## src/rtl/alu_muldiv_ctrl.sv

```systemverilog
// EX-stage ALU control decode plus iterative MULT/DIV engine with HI/LO; decode is combinational.
// Engine result is written WIDTH+2 cycles after accept (1 for div-by-zero); HI/LO consumers stall while busy.
module alu_muldiv_ctrl #(
  parameter int WIDTH  = 32,
  parameter int CONF_W = 5
) (
  input  logic              clk,
  input  logic              reset,
  input  logic [3:0]        ALUOp,
  input  logic [5:0]        Funct,
  input  logic              start,
  input  logic [WIDTH-1:0]  A,
  input  logic [WIDTH-1:0]  B,
  output logic [CONF_W-1:0] ALUConf,
  output logic              Sign,
  output logic [WIDTH-1:0]  hilo_out,
  output logic              md_busy,
  output logic              md_done,
  output logic              stall
);
  localparam int CW = $clog2(WIDTH);

  typedef enum logic [2:0] {IDLE, MUL, DIV, FIX, DONE} state_t;
  state_t state, state_nx;

  logic [4:0]         conf;
  logic               rfmt, md_op, hilo_op;
  logic [WIDTH-1:0]   hi, lo, dvs, abs_a, abs_b;
  logic [2*WIDTH-1:0] acc, mul_nx, div_nx, fix_nx;
  logic [WIDTH:0]     mul_sum, div_part, div_diff;
  logic [CW-1:0]      cnt;
  logic               sa, sb, op_div;

  assign rfmt    = (ALUOp[2:0] == 3'b010);
  assign md_op   = start & rfmt & (Funct[5:2] == 4'b0110);
  assign hilo_op = start & rfmt & (Funct[5:2] == 4'b0100);

  always_comb begin
    conf = 5'b00000;
    if (rfmt) begin
      case (Funct)
        6'h00:         conf = 5'b11001;
        6'h02:         conf = 5'b10000;
        6'h03:         conf = 5'b11000;
        6'h22, 6'h23:  conf = 5'b00110;
        6'h24:         conf = 5'b00010;
        6'h25:         conf = 5'b00001;
        6'h26:         conf = 5'b01101;
        6'h27:         conf = 5'b01100;
        6'h2A, 6'h2B:  conf = 5'b00111;
        6'h3F:         conf = 5'b11111;
        default:       conf = 5'b00000;
      endcase
    end else begin
      case (ALUOp[2:0])
        3'b001:  conf = 5'b00110;
        3'b100:  conf = 5'b00010;
        3'b101:  conf = 5'b00111;
        default: conf = 5'b00000;
      endcase
    end
  end

  assign ALUConf  = CONF_W'(conf);
  assign Sign     = rfmt ? ~Funct[0] : ~ALUOp[3];
  assign hilo_out = Funct[1] ? lo : hi;
  assign md_busy  = (state != IDLE);
  assign md_done  = (state == DONE);
  assign stall    = md_busy & (md_op | hilo_op);

  // Signed ops run on magnitudes; |MIN| is exact when read as unsigned.
  assign abs_a = (Sign & A[WIDTH-1]) ? -A : A;
  assign abs_b = (Sign & B[WIDTH-1]) ? -B : B;

  // Shift-add: upper half accumulates, multiplier shifts out of the low half.
  assign mul_sum = {1'b0, acc[2*WIDTH-1:WIDTH]} + (acc[0] ? {1'b0, dvs} : '0);
  assign mul_nx  = {mul_sum, acc[WIDTH-1:1]};

  // Restoring divide: remainder in the upper half, quotient bits enter at bit 0.
  assign div_part = acc[2*WIDTH-1:WIDTH-1];
  assign div_diff = div_part - {1'b0, dvs};
  assign div_nx   = div_diff[WIDTH] ? {div_part[WIDTH-1:0], acc[WIDTH-2:0], 1'b0}
                                    : {div_diff[WIDTH-1:0], acc[WIDTH-2:0], 1'b1};

  always_comb begin
    fix_nx = acc;
    if (op_div) begin
      if (sa)      fix_nx[2*WIDTH-1:WIDTH] = -acc[2*WIDTH-1:WIDTH];
      if (sa ^ sb) fix_nx[WIDTH-1:0]       = -acc[WIDTH-1:0];
    end else if (sa ^ sb) begin
      fix_nx = -acc;
    end
  end

  always_ff @(posedge clk or negedge reset) begin
    if (!reset) state <= IDLE;
    else        state <= state_nx;
  end

  always_comb begin
    state_nx = state;
    case (state)
      IDLE: if (md_op) state_nx = !Funct[1] ? MUL : ((B == '0) ? DONE : DIV);
      MUL:  if (cnt == CW'(WIDTH-1)) state_nx = FIX;
      DIV:  if (cnt == CW'(WIDTH-1)) state_nx = FIX;
      FIX:  state_nx = DONE;
      DONE: state_nx = IDLE;
      default: state_nx = IDLE;
    endcase
  end

  always_ff @(posedge clk or negedge reset) begin
    if (!reset) begin
      acc    <= '0;
      dvs    <= '0;
      cnt    <= '0;
      sa     <= 1'b0;
      sb     <= 1'b0;
      op_div <= 1'b0;
      hi     <= '0;
      lo     <= '0;
    end else begin
      case (state)
        IDLE: begin
          if (md_op) begin
            cnt    <= '0;
            sa     <= Sign & A[WIDTH-1];
            sb     <= Sign & B[WIDTH-1];
            op_div <= Funct[1];
            dvs    <= abs_b;
            if (Funct[1] && (B == '0)) acc <= {A, {WIDTH{1'b1}}};
            else                       acc <= {{WIDTH{1'b0}}, abs_a};
          end else if (hilo_op && Funct[0]) begin
            if (Funct[1]) lo <= A;
            else          hi <= A;
          end
        end
        MUL: begin
          acc <= mul_nx;
          cnt <= cnt + 1'b1;
        end
        DIV: begin
          acc <= div_nx;
          cnt <= cnt + 1'b1;
        end
        FIX: acc <= fix_nx;
        DONE: begin
          hi <= acc[2*WIDTH-1:WIDTH];
          lo <= acc[WIDTH-1:0];
        end
        default: ;
      endcase
    end
  end
endmodule

```

## config.mk

```make
export PLATFORM = sky130hd
export DESIGN_NAME = alu_muldiv_ctrl
export DESIGN_NICKNAME = d
export VERILOG_FILES = /design/src/rtl/alu_muldiv_ctrl.sv
export SDC_FILE = /design/constraint.sdc
export NUM_CORES = 1
export LEC_CHECK = 0
export CORE_MARGIN = 3
export CORE_UTILIZATION = 40
export DETAILED_ROUTE_END_ITERATION = 10
export GPL_TIMING_DRIVEN = 0
export PLACE_DENSITY = 0.64
export REMOVE_ABC_BUFFERS = 1
export SETUP_SLACK_MARGIN = 0.1
export SYNTH_ARGS = -nofsm -noshare
export SYNTH_HDL_FRONTEND = slang
export SYNTH_SLANG_ARGS = --single-unit
```

## constraint.sdc

```tcl
create_clock -name clk -period 6.1 [get_ports clk]
set_input_delay 0.915 -clock clk [delete_from_list [all_inputs] [get_ports clk]]
set_output_delay 0.915 -clock clk [all_outputs]
set_load 0.02 [all_outputs]
```

======== After elaboration in Yosys (flattened, before gate mapping) ========
Index checks and enable logic that the tools add are counted.
storage, ports and cells
  bits in registers ....................... 171
  bits in latches ......................... 0
  RAM bits ................................ 0
  bits in read-only memories .............. 0
  logic and storage cells ................. 109
  memories ................................ 0
operators by class
  add/subtract/negate cells ............... 8
  multipliers ............................. 0
  div/mod/pow operators ................... 0
  order comparisons ....................... 0
  eq/ne operators ......................... 31
  shift-type cells ........................ 0
  multiplexer cells ....................... 31
  bitwise operators ....................... 10
  reduce and logical (&&, ||, !) cells .... 19
operators with widths
  operator                                              number
  2-to-1 mux 32 bit                                     12
  2-to-1 mux 64 bit                                     5
  case mux 64 bit (4 select lines)                      1
  negation 32 bit                                       4
  case mux 32 bit (2 select lines)                      2
  negation 64 bit                                       1
  equality test 6 bit (second input constant)           9
  case mux 5 bit (10 select lines)                      1
  adder 32 x 32 -> 33 bit                               1
  subtractor 33 x 32 -> 33 bit                          1
  logical NOT 32 bit                                    1
  case mux 3 bit (3 select lines)                       2
  equality test 6 x 2 -> 1 bit (second input constant)  2
  2-to-1 mux 3 bit                                      4
  inequality test 2 bit (second input constant)         6
  AND reduction 4 bit                                   3
  2-to-1 mux 5 bit                                      2
  case mux 5 bit (2 select lines)                       1
  equality test 3 x 2 -> 1 bit (second input constant)  3
  equality test 3 bit (second input constant)           3
  equality test 4 x 3 -> 1 bit (second input constant)  2
  AND 1 bit                                             6
  equality test 3 x 1 -> 1 bit (second input constant)  2
  logical NOT 6 bit                                     1
  other kinds (16)                                      24

======== Logic depth before layout (Yosys ltp) ========
  depth after elaboration ................. 7
  mapped depth ............................ 15

======== Least setup slack after synthesis ========
Ideal clock, no wire load.
  path type ............................... in2reg
  start point ............................. input port B[0]
  end point ............................... register acc[11]
  arrival time ............................ 3,494 ps
  slack ................................... 2,511 ps
  stages on the path ...................... 14
  cell sequence ........................... inv_1 > ha_1 > or3b_2 > or4_1 > nor3_1 > nand3_1 > nor3_2 > and2_1 > buf_4 > or2_2 > clkbuf_1 > buf_2 > nor2_1 > o31ai_1
between the ends
  cells in the longest elaborated chain, start to end .. 5
ends and longest elaborated chain
  item                              RTL line  text
  start, declared                   13        input logic [WIDTH-1:0] B,
  logical NOT 32 bit                131       if (Funct[1] && (B == '0)) acc <= {A, {WIDTH{1'b1}}};
  logical AND 1 bit                 131
  2-to-1 mux 64 bit                 131
  2-to-1 mux 64 bit                 125       if (md_op) begin
  case mux 64 bit (4 select lines)  123       case (state)
  end signal, assigned              131
  end signal, assigned              132       else acc <= {{WIDTH{1'b0}}, abs_a};
  end signal, assigned              139       acc <= mul_nx;
  end, declared                     29        logic [2*WIDTH-1:0] acc, mul_nx, div_nx, fix_nx;
Every way passes these cells. The select of a mux whose other input is x is not followed.
A chain may end at the register's enable or synchronous reset.

======== Worst setup path in the final report ========
  start point ............................. input port B[1]
  end point ............................... register acc[47]
Same word-level chain as after synthesis.

==> qor.yml <==
syn_area_per_cell_um2: 7.52
area_growth_pct: 15.4
layout.cells.non_filler: 2647
postPlaceCellArea_um2: 17400
cts_max_level: 4
postCtsSetupBuffers: 0
cts_inserted_buffers: 17
dp_hpwl_mm: 38.1
ys_ff_latch: 171
fill_cells: 3848
synth_top_area_frac: 0.272
hold_class: "reg -> reg"
via_per_inst: 5.98
grt_use_met2: 0.386
maxSlewViolCount: 0
yosys.area.top_type: "dfrtp_1"
tns_ps: 0
layout-drive-gt1-share: 0.0681
cts-root-buf: "clkbuf_16"
die_h_um: 204
via_count: 15800
drv_cap: 0
io_pins: 118
setup_violations: 0
synthArstFlopShare: 1.00
cp.arrival_ps: 5190
final_core_utilization: 0.469
cp.required_ps: 6450
outcome: "complete, no violations"
dp_cells: 2614
drc: 0
ir_drop_mv: 0.207
fmax_ghz: 0.207
core_area_um2: 38700
antennaDiodeCount: 0
fin_skew_ps: 13.9
start_util: 0.406
ys.flop_type: "dfrtp_1"
place_congestion: 0.889
yosysSeqAreaShare: 0.272
wl_mm: 51.6
p_leak_nw: 7.41
met3_usage: 0.0354
critPathLaunchType: "input port"
die-area_um2: 41700
cpMaxStageDelayCell: "and3_1"
cts_max_path_buffers: 2
pre_cts_ws_ps: 811
postLayoutSetupSlackWorst_ps: 1260
gr-total-overflow: 0
power_density_nw_per_um2: 435
finalInstanceArea_um2: 18200
synthDistinctLibCells: 85
critPathKind: "in -> reg"
grt_start_max_net_pins: 96
slowest_delay_ps: 940
antenna_found_initial: 1
syn-cell-area_um2: 15700
crit_path_end_kind: "register"
slew_headroom: 0.117
cts_tree: "done"
hold_buffers: 0
grt_pass1_vias: 15200
hold-worst-slack_ps: 483
syn_inst: 2093
min_period_ps: 4840
cts_resized: 0
rows: 72
total_power_mw: 7.90
clk_pin_slew_ps: 70
ant_nets: 0
fp.dieW_um: 204
track_usage: 0.242
crit_chain: "clkdlybuf4s50_1 > inv_1 > ha_1 > or3b_2 > or4_1 > nor3_1 > nand3_1 > nor3_2 > and3_1 > a221o_1 > nor2b_1 > and3b_1 > a311oi_1"
grtUsageMet1: 0.340
synth_edf_count: 0
hold_viol: 0
crit_fanout: 25
clk_latency_ps: 450
portBuffers: 117
yosys_warnings: 0
nets: 2265
max_slew.worst_pin.slew_ps: 1320
synth_area_leaders: "dfrtp_1 (27%), a21oi_1 (9.4%), nor2_1 (6.8%), ha_1 (5.6%), o21ai_0 (4.9%)"
rsz0062_at_grt: "no"
firstDrtPassIters: 6
cts_sinks: 171
wl_per_cell_um: 19.5
timing.final.crit_share: 0.793
grt_pass1_wl_mm: 81.8
top_usage_layer: "met2"
drt_iter0_drc: 1524
-- routing by layer --
metal / part of all wire / up-vias / routed length [µm]
li1: - / 7617 / -
met1: 0.45 / 7469 / 23300
met2: 0.45 / 641 / 23100
met3: 0.071 / 98 / 3690
met4: 0.029 / 2 / 1470
met5: 0.00025 / - / 13
-- placed cells by master (no fill, tap or decap), types with 9 or more instances in the layout --
master and instances:
o211ai_1 18, nor3_1 45, xor2_1 57, o311ai_0 12, a221o_1 9, dfrtp_1 168, clkbuf_16 17, and2_1 10
a31oi_1 16, o21a_1 15, o21ai_0 155, a21oi_1 296, nand2_1 157, a221oi_1 16, or4_1 11, clkdlybuf4s50_1 115
inv_1 85, a21o_1 31, buf_6 9, nor4_1 15, nand4_1 15, or3_1 16, nand3_1 39, xnor2_1 64
o22ai_1 13, a211oi_1 18, nor2_1 281, mux2i_1 22, mux2_2 39, and3_1 11, o21bai_1 12, ha_1 70
nand2b_1 25, o31ai_1 24, nor2b_1 43
-- area by class of cell --
class | instances | area, µm² | area share
clock buffer | 17 | 425 | 0.0234
timing repair buffer | 140 | 1550 | 0.0854
inverter | 87 | 327 | 0.0180
clock inverter | 15 | 258 | 0.0142
sequential | 171 | 4280 | 0.236
multi-input combinational | 1699 | 10700 | 0.587
tap | 518 | 648 | 0.0357
-- synth_stat cells, drive strengths merged (17+ instances only) --
| master | number |
|---|---|
| nand2 | 157 |
| nand2b | 25 |
| o31ai | 24 |
| nor4 | 19 |
| a21o | 31 |
| a31oi | 17 |
| nor2 | 284 |
| o211ai | 18 |
| o21ai | 155 |
| nor2b | 44 |
| nor3 | 51 |
| a21oi | 297 |
| xor2 | 57 |
| a221oi | 19 |
| nand3 | 40 |
| a211oi | 18 |
| mux2i | 22 |
| dfrtp | 171 |
| inv | 86 |
| buf | 19 |
| xnor2 | 65 |
| clkbuf | 117 |
| mux2 | 39 |
| ha | 70 |
-- critical path: cells and delay by family --
kind	cells	cell delay, ps
buffers and inverters	2	540
AOI/OAI and AO/OA	2	550
adders and majority gates	1	150
and+or+nand+nor	8	3020
-- final timing paths --
| path | start | to | slack [ps] | cells after the start |
|---|---|---|---|---|
| min in group asynchronous | reset | lo[24] | 500 | 1 |
| min reg2reg | dvs[30] | dvs[30] | 480 | 2 |
| min | dvs[30] | dvs[30] | 480 | 2 |
| max | B[1] | acc[47] | 1260 | 13 |
| max in group asynchronous | reset | hi[6] | 4720 | 2 |
| max reg2reg | acc[0] | acc[60] | 1320 | 12 |
-- registers in the layout, summed over array words and instances (netlist names) --
name and flops:
op_div 1, sb 1, hi 32, acc 64
dvs 32, lo 32, sa 1, cnt 5
state 3
-- where the power goes --
group	leakage, nW	total [mW]	internal, mW	switching, mW
clock network	0.336	1.32	0.780	0.537
logic	4.87	4.44	1.86	2.58
registers	2.21	2.15	1.45	0.694
total	7.41	7.90	4.09	3.81
-- kinds of logic (layout without fill, tap and decap cells) --
group | Yosys count | count (layout) | synth area share
buffers and inverters | 223 | 259 | 0.0550
and+or+nand+nor | 719 | 719 | 0.220
adders and majority gates | 72 | 72 | 0.0582
AOI/OAI and AO/OA | 725 | 725 | 0.285
muxes | 61 | 61 | 0.0419
DFF | 171 | 171 | 0.272
xor gates and xnor gates | 122 | 122 | 0.0679
(Power assumes the default switching activity.)
